$ cat src/rtl/uart_pkt_rx.sv
// ============================================================================
// Module   : uart_pkt_rx
// Brief    : SOF/LEN/payload/XOR-checksum frame decoder behind a UART byte
//            receiver; good payloads stream out on valid/ready.
// Revision : 1.0 - initial release
// ============================================================================
`default_nettype none

module uart_pkt_rx #(
    parameter int          MAX_LEN      = 16,
    parameter logic [7:0]  SOF_BYTE     = 8'hA5,
    parameter int          TIMEOUT_CLKS = 8680
) (
    input  logic       clk,
    input  logic       resetn,
    input  logic [7:0] rx_d_i,
    input  logic       rx_done_i,
    output logic [7:0] m_data_o,
    output logic       m_valid_o,
    output logic       m_last_o,
    input  logic       m_ready_i,
    output logic       err_len_o,
    output logic       err_chk_o,
    output logic       err_timeout_o,
    output logic       err_drop_o,
    output logic       busy_o
);

    localparam int IW = $clog2(MAX_LEN + 1);
    localparam int AW = (MAX_LEN > 1) ? $clog2(MAX_LEN) : 1;
    localparam int TW = $clog2(TIMEOUT_CLKS);

    localparam logic [2:0] S_HUNT    = 3'd0;
    localparam logic [2:0] S_LEN     = 3'd1;
    localparam logic [2:0] S_PAYLOAD = 3'd2;
    localparam logic [2:0] S_CHK     = 3'd3;
    localparam logic [2:0] S_DRAIN   = 3'd4;

    localparam logic [TW-1:0] C_TMAX    = TW'(TIMEOUT_CLKS - 1);
    localparam logic [7:0]    C_MAX_LEN = 8'(MAX_LEN);

    logic [2:0]    state_q, state_d;
    logic [IW-1:0] len_q, len_d;
    logic [IW-1:0] widx_q, widx_d;
    logic [IW-1:0] ridx_q, ridx_d;
    logic [7:0]    chk_q, chk_d;
    logic [TW-1:0] timer_q, timer_d;
    logic          err_len_q, err_len_d;
    logic          err_chk_q, err_chk_d;
    logic          err_timeout_q, err_timeout_d;
    logic          err_drop_q, err_drop_d;
    logic          busy_q;
    logic [7:0]    pbuf_q [MAX_LEN];

    logic w_len_ok;
    logic w_in_frame;
    logic w_buf_we;

    assign w_len_ok   = (rx_d_i != 8'd0) && (rx_d_i <= C_MAX_LEN);
    assign w_in_frame = (state_q == S_LEN) || (state_q == S_PAYLOAD) || (state_q == S_CHK);
    assign w_buf_we   = (state_q == S_PAYLOAD) && rx_done_i;

    // ------------------------------------------------------------------
    // State and control registers
    // ------------------------------------------------------------------
    always_ff @(posedge clk or negedge resetn) begin
        if (!resetn) begin
            state_q       <= S_HUNT;
            len_q         <= '0;
            widx_q        <= '0;
            ridx_q        <= '0;
            chk_q         <= '0;
            timer_q       <= '0;
            err_len_q     <= 1'b0;
            err_chk_q     <= 1'b0;
            err_timeout_q <= 1'b0;
            err_drop_q    <= 1'b0;
            busy_q        <= 1'b0;
        end else begin
            state_q       <= state_d;
            len_q         <= len_d;
            widx_q        <= widx_d;
            ridx_q        <= ridx_d;
            chk_q         <= chk_d;
            timer_q       <= timer_d;
            err_len_q     <= err_len_d;
            err_chk_q     <= err_chk_d;
            err_timeout_q <= err_timeout_d;
            err_drop_q    <= err_drop_d;
            busy_q        <= (state_d != S_HUNT);
        end
    end

    // Payload storage carries no reset; entries are only read after being written.
    generate
        for (genvar i = 0; i < MAX_LEN; i++) begin : g_buf
            always_ff @(posedge clk) begin
                if (w_buf_we && (widx_q == IW'(i))) begin
                    pbuf_q[i] <= rx_d_i;
                end
            end
        end
    endgenerate

    // ------------------------------------------------------------------
    // Next-state logic
    // ------------------------------------------------------------------
    always_comb begin
        state_d       = state_q;
        len_d         = len_q;
        widx_d        = widx_q;
        ridx_d        = ridx_q;
        chk_d         = chk_q;
        timer_d       = '0;
        err_len_d     = 1'b0;
        err_chk_d     = 1'b0;
        err_timeout_d = 1'b0;
        err_drop_d    = 1'b0;

        case (state_q)
            S_HUNT: begin
                if (rx_done_i && (rx_d_i == SOF_BYTE)) begin
                    state_d = S_LEN;
                end
            end
            S_LEN: begin
                if (rx_done_i) begin
                    if (w_len_ok) begin
                        len_d   = rx_d_i[IW-1:0];
                        chk_d   = rx_d_i;
                        widx_d  = '0;
                        state_d = S_PAYLOAD;
                    end else begin
                        err_len_d = 1'b1;
                        state_d   = S_HUNT;
                    end
                end
            end
            S_PAYLOAD: begin
                if (rx_done_i) begin
                    chk_d  = chk_q ^ rx_d_i;
                    widx_d = widx_q + 1'b1;
                    if (widx_q == (len_q - 1'b1)) begin
                        state_d = S_CHK;
                    end
                end
            end
            S_CHK: begin
                if (rx_done_i) begin
                    if (rx_d_i == chk_q) begin
                        ridx_d  = '0;
                        state_d = S_DRAIN;
                    end else begin
                        err_chk_d = 1'b1;
                        state_d   = S_HUNT;
                    end
                end
            end
            S_DRAIN: begin
                err_drop_d = rx_done_i;
                if (m_valid_o && m_ready_i) begin
                    ridx_d = ridx_q + 1'b1;
                    if (m_last_o) begin
                        ridx_d  = '0;
                        state_d = S_HUNT;
                    end
                end
            end
            default: begin
                state_d = S_HUNT;
            end
        endcase

        // A strobe on the expiry cycle takes priority over the timeout.
        if (w_in_frame && !rx_done_i) begin
            if (timer_q == C_TMAX) begin
                err_timeout_d = 1'b1;
                state_d       = S_HUNT;
            end else begin
                timer_d = timer_q + 1'b1;
            end
        end
    end

    // ------------------------------------------------------------------
    // Outputs
    // ------------------------------------------------------------------
    always_comb begin
        m_valid_o = 1'b0;
        m_data_o  = 8'd0;
        m_last_o  = 1'b0;
        if (state_q == S_DRAIN) begin
            m_valid_o = 1'b1;
            m_data_o  = pbuf_q[ridx_q[AW-1:0]];
            m_last_o  = (ridx_q == (len_q - 1'b1));
        end
    end

    assign err_len_o     = err_len_q;
    assign err_chk_o     = err_chk_q;
    assign err_timeout_o = err_timeout_q;
    assign err_drop_o    = err_drop_q;
    assign busy_o        = busy_q;

endmodule

`default_nettype wire
$ cat config.mk
export PLATFORM = sky130hd
export DESIGN_NAME = uart_pkt_rx
export DESIGN_NICKNAME = d
export VERILOG_FILES = /design/src/rtl/uart_pkt_rx.sv
export SDC_FILE = /design/constraint.sdc
export NUM_CORES = 1
export LEC_CHECK = 0
export CORE_UTILIZATION = 45
export CTS_CLUSTER_DIAMETER = 30
export DETAILED_ROUTE_END_ITERATION = 8
export PLACE_DENSITY = 0.6
export SYNTH_ARGS = -nofsm -noshare
export SYNTH_HDL_FRONTEND = slang
export SYNTH_SLANG_ARGS = --single-unit
export TNS_END_PERCENT = 50
$ cat constraint.sdc
create_clock -name clk -period 3.9 [get_ports clk]
set_input_delay 0.585 -clock clk [delete_from_list [all_inputs] [get_ports clk]]
set_output_delay 0.585 -clock clk [all_outputs]
set_load 0.05 [all_outputs]
======== Word-level counts from Yosys, hierarchy flattened ========
Memory sizes are Yosys's and may differ from the RTL's.
Index checks and enable logic that the tools add are counted.
word-level totals
  register bits after elaboration ......... 45
  bits in writable memories ............... 128
  input bits .............................. 12
  output and inout bits ................... 15
  memories kept ........................... 1
memories
  name    words  bits a word  read ports  clocked after memory_dff  wr ports  RTL line  RTL
  pbuf_q  16     8            1           0                         1         53        logic [7:0] pbuf_q [MAX_LEN];
cells by class
  add/subtract/negate cells ............... 4
  magnitude comparators ................... 1
  eq/ne operators ......................... 30
  mux-type cells .......................... 116
  bitwise gates (word level) .............. 1
  reductions and logical operators ........ 48
operator list
  kind                                                  count
  2-to-1 mux 8 bit                                      19
  OR reduction 8 bit                                    15
  2-to-1 mux 4 bit                                      15
  2-to-1 mux 1 bit                                      58
  == test 5 x 4 -> 1 bit (second input constant)        8
  2-to-1 mux 5 bit                                      7
  2-to-1 mux 3 bit                                      10
  2-to-1 mux 14 bit                                     2
  logical AND 1 bit                                     21
  == test 5 x 3 -> 1 bit (second input constant)        4
  one-hot mux 5 bit (2 select lines)                    2
  one-hot mux 8 bit (2 select lines)                    1
  one-hot mux 3 bit (5 select lines)                    1
  adder 14 x 1 -> 14 bit (second input constant)        1
  == test 14 bit (second input constant)                1
  adder 5 x 1 -> 5 bit (second input constant)          2
  == test 5 x 2 -> 1 bit (second input constant)        2
  == test 5 bit                                         2
  inequality test 2 bit (second input constant)         5
  == test 8 bit                                         1
  == test 8 bit (second input constant)                 1
  <= comparator 8 x 5 -> 1 bit (second input constant)  1
  AND reduction 4 bit                                   2
  nonzero test 8 bit                                    1
  15 further kinds                                      18

======== Longest topological paths before layout ========
  depth in word-level cells ............... 21
  mapped depth ............................ 8
  gate-level depth less buffers ........... 7

======== Worst setup path after synthesis ========
Ideal clock, no wire load.
  path kind ............................... register to output
  start ................................... register ridx_q[0]
  end ..................................... output port m_data_o[7]
  data arrival time ....................... 2.155 ns
  data required time ...................... 3.315 ns
  path slack .............................. 1.160 ns
  stages on the path, launching flop included .. 6
  buffers on the path ..................... 2
  cells stage by stage .................... dfrtp_1 > buf_2 > buf_2 > mux4_2 > mux4_2 > and2_1
between the ends
  word-level cells in the longest chain between the ends .. 2
RTL lines
  what                      RTL line  RTL
  start: declaration        45        logic [IW-1:0] ridx_q, ridx_d;
  start signal: assignment  83        ridx_q <= ridx_d;
  memory read (16 x 8 bit)  --
  2-to-1 mux 8 bit          192       if (state_q == S_DRAIN) begin
  end: declaration          18        output logic [7:0] m_data_o,
No other way between the ends.

======== Worst setup path after layout ========
  start ................................... register ridx_q[0]
  end ..................................... output port m_data_o[1]
The elaborated chain is that of the path after synthesis.

==> insert_results.sql <==
INSERT INTO impl_metrics (metric_group, metric, value, unit) VALUES
('status', 'run_status', 'completed', ''),
('yosys', 'mappedNetlistNets', '474', ''),
('cts', 'cts-root-to-sink-buffers', '2', ''),
('floorplan', 'die_h', '131', 'um'),
('floorplan', 'core_region_area', '0.0160', 'mm2'),
('timing', 'setup_violations', '0', ''),
('yosys', 'dominant_combinational_cell_family_by_area_after_synthesis', 'multiplexers', ''),
('drt', 'drt_pass1_iterations', '4', ''),
('timing', 'clock-skew-final', '0.00783', 'ns'),
('yosys', 'yosys_register_bits', '173', ''),
('timing', 'finalHoldViolations', '0', ''),
('power_and_ir_drop', 'netSwitchingFraction', '0.300', ''),
('timing', 'timing.setup.tns', '0', 'ns'),
('worst_setup_path', 'crit_required', '3.31', 'ns'),
('floorplan', 'chipWidth', '131', 'um'),
('final_layout', 'most-common-layout-cells', 'edfxtp_1, dfrtp_1, mux4_2, clkdlybuf4s50_1, xnor2_1', ''),
('worst_setup_path', 'worst_r2r_endpoint', 'pbuf_q[0][1]', ''),
('worst_setup_path', 'startpoint_type', 'flop', ''),
('yosys', 'ys_async_sr_fraction', '0.260', ''),
('floorplan', 'row_count', '46', ''),
('global_routing', 'grt_overflow', '0', ''),
('final_layout', 'area_occupied_by_multi_input_gates', '0.00235', 'mm2'),
('drt', 'avgViaCountPerCell', '5.52', ''),
('yosys', 'adder_cell_fraction_of_synth_area', '0.0134', ''),
('final_layout', 'filler_cell_count', '1354', ''),
('final_layout', 'antenna_cells_inserted', '0', ''),
('power_and_ir_drop', 'clock_power_share', '0.303', ''),
('yosys', 'dominantRegCellSynth', 'edfxtp_1', ''),
('cts', 'cts_repair_resize_count', '0', ''),
('yosys', 'synth_area', '0.00744', 'mm2'),
('power_and_ir_drop', 'pwr_density_cell', '593', 'mW/mm2'),
('cts', 'post_cts.repair.setup_buffers', '0', ''),
('cts', 'clock_insertion_delay_worst_skew', '0.43', 'ns'),
('yosys', 'number_of_enable_type_register_cells_in_the_synthesized_netlist', '128', ''),
('worst_setup_path', 'path_cells', 'buf_12 -> mux4_2 -> mux4_2 -> and2_1 -> clkdlybuf4s50_1', ''),
('global_routing', 'track_usage', '0.198', ''),
('power_and_ir_drop', 'static-leakage-power', '2.96', 'nW'),
('yosys', 'post_synth_num_cell_types', '51', ''),
('cts', 'clock_tree.root_cell', 'clkbuf_16', ''),
('timing', 'tightest_slew', '1.07', 'ns'),
('yosys', 'synth_simple_gate_area_frac', '0.0906', ''),
('cts', 'cts.htree.levels', '4', ''),
('yosys', 'ys.warnings.count', '0', ''),
('cts', 'tritoncts', 'built', ''),
('worst_setup_path', 'path_delay_family', 'multiplexers', ''),
('timing', 'slew_viol_final', '0', ''),
('worst_setup_path', 'critical_path_slowest_stage_cell', 'clkdlybuf4s50_1', ''),
('yosys', 'post_synth.cell_area_avg', '16.4', 'um2'),
('yosys', 'sequential_to_total_area_share_from_yosys_stat', '0.668', ''),
('drt', 'route.detailed.drc', '0', ''),
('global_routing', 'first_global_vias', '4107', ''),
('worst_setup_path', 'endpoint_kind', 'output pin', ''),
('timing', 'rsz_0062_raised_after_global_routing', 'false', ''),
('floorplan', 'initial_standard_cell_utilization_of_the_core', '0.465', ''),
('cts', 'ctsHoldBuffers', '0', ''),
('worst_setup_path', 'reg2reg_slack', '1.36', 'ns'),
('timing', 'period_share', '0.943', ''),
('worst_setup_path', 'crit_fanout', '32', ''),
('power_and_ir_drop', 'totalPowerFinal', '5.07', 'mW'),
('yosys', 'synth-compound-area-share', '0.0346', ''),
('worst_setup_path', 'critPathMostFrequentCell', 'mux4_2', ''),
('worst_setup_path', 'arrival_time_reported_for_the_critical_path_endpoint', '3.09', 'ns'),
('cts', 'cts-buffers-inserted', '17', ''),
('floorplan', 'top_level_ports', '27', ''),
('worst_setup_path', 'rr_startpoint', 'state_q[0]', ''),
('final_layout', 'finalNetCount', '515', ''),
('cts', 'worst_path_clk_slew', '0.06', 'ns'),
('final_layout', 'postLayoutCoreUtil', '0.534', ''),
('global_routing', 'grt_max_degree', '46', ''),
('final_layout', 'area_growth_syn_to_layout', '14.8', '%'),
('flow_run', 'drv_cap', '0', '');
==> kinds of logic (layout without fill, tap and decap cells) <==
| logic type | after synthesis | in the layout |
|---|---|---|
| compound gates | 34 | 34 |
| flops | 173 | 173 |
| fa+ha+maj | 8 | 8 |
| simple gates | 124 | 124 |
| mux | 46 | 46 |
| buf+inv | 31 | 84 |
| xor+xnor | 38 | 38 |
==> sequential cells by signal, summed over array words and instances (netlist names), 3 cells and up <==
signal and count:
pbuf_q 128, timer_q 14, ridx_q 5, widx_q 5
chk_q 8, state_q 3, len_q 5
==> cell usage after synthesis, drive strengths merged, types with 2 or more instances <==
| master | instances | share of area |
|---|---|---|
| mux4 | 40 | 0.12 |
| o31ai | 2 | 0.0020 |
| nor3 | 9 | 0.0067 |
| nor4 | 4 | 0.0034 |
| dfrtp | 45 | 0.15 |
| nand3 | 13 | 0.0087 |
| a211oi | 2 | 0.0020 |
| xnor2 | 24 | 0.028 |
| xor2 | 13 | 0.015 |
| o211ai | 5 | 0.0050 |
| o21ai | 6 | 0.0040 |
| nand2b | 2 | 0.0017 |
| a32oi | 5 | 0.0059 |
| nand2 | 21 | 0.011 |
| o32ai | 4 | 0.0047 |
| edfxtp | 128 | 0.52 |
| o2bb2ai | 3 | 0.0035 |
| ha | 8 | 0.013 |
| clkbuf | 11 | 0.0055 |
| and3 | 12 | 0.011 |
| or4 | 3 | 0.0035 |
| nor3b | 2 | 0.0020 |
| nand4 | 4 | 0.0034 |
| mux2 | 5 | 0.0076 |
| buf | 8 | 0.0055 |
| nor2b | 4 | 0.0034 |
| inv | 12 | 0.0060 |
| nor2 | 23 | 0.012 |
| and2 | 21 | 0.018 |
==> cell type report <==
cell class,instances,area share
inverter,12,0.00527
tap,216,0.0316
clock buffer,17,0.0498
sequential,173,0.582
multi-input combinational,250,0.275
timing repair buffer,41,0.0445
clock inverter,14,0.0122
==> worst reg2reg max path: stages, from the launching register on <==
cell and delay [ns]:
dfrtp_1 0.49, nand4bb_1 0.51, nor4_1 0.52, and2_1 0.65
==> layer usage <==
layer | track usage | vias up | part of all wire
li1 | - | 1840 | -
met1 | 0.254 | 2075 | 0.44
met2 | 0.331 | 64 | 0.51
met3 | 0.0375 | 15 | 0.034
met4 | 0.0845 | 0 | 0.017
met5 | 0 | - | 0
==> power by group through the flow <==
stage | Sequential [mW] | Combinational [mW] | Clock, mW
after floorplan | 2.10 | 1.05 | 0
after global placement | 2.09 | 1.49 | 0
after CTS | 2.05 | 1.50 | 1.56
after detailed placement | 2.09 | 1.50 | 0
final | 2.05 | 1.48 | 1.54
after global routing | 2.06 | 1.57 | 1.62
==> worst max-delay path by stage <==
stage / to / slack [ns] / cells past startpoint / start
after floorplan: m_data_o[7] / 1.16 / 5 / ridx_q[0]
after global placement: m_data_o[4] / 0.66 / 5 / ridx_q[0]
after detailed placement: m_data_o[4] / 0.64 / 5 / ridx_q[0]
after CTS: m_data_o[4] / 0.18 / 5 / ridx_q[0]
after global routing: m_data_o[4] / 0.12 / 5 / ridx_q[0]
final: m_data_o[1] / 0.22 / 5 / ridx_q[0]
==> through the flow <==
step / hold WS, ns / instance area (um2) / worst slack, ns / cells
6_report: 0.351 / 8540 / 0.221 / 723
5_1_grt: 0.439 / 8540 / 0.117 / 723
4_1_cts: 0.380 / 8540 / 0.184 / 723
3_5_place_dp: 0.491 / 8010 / 0.642 / 692
3_3_place_gp: 0.481 / 8010 / 0.661 / 692
2_1_floorplan: 0.289 / 7440 / 1.16 / 454
Note: power is estimated with default switching activity, not from simulation.
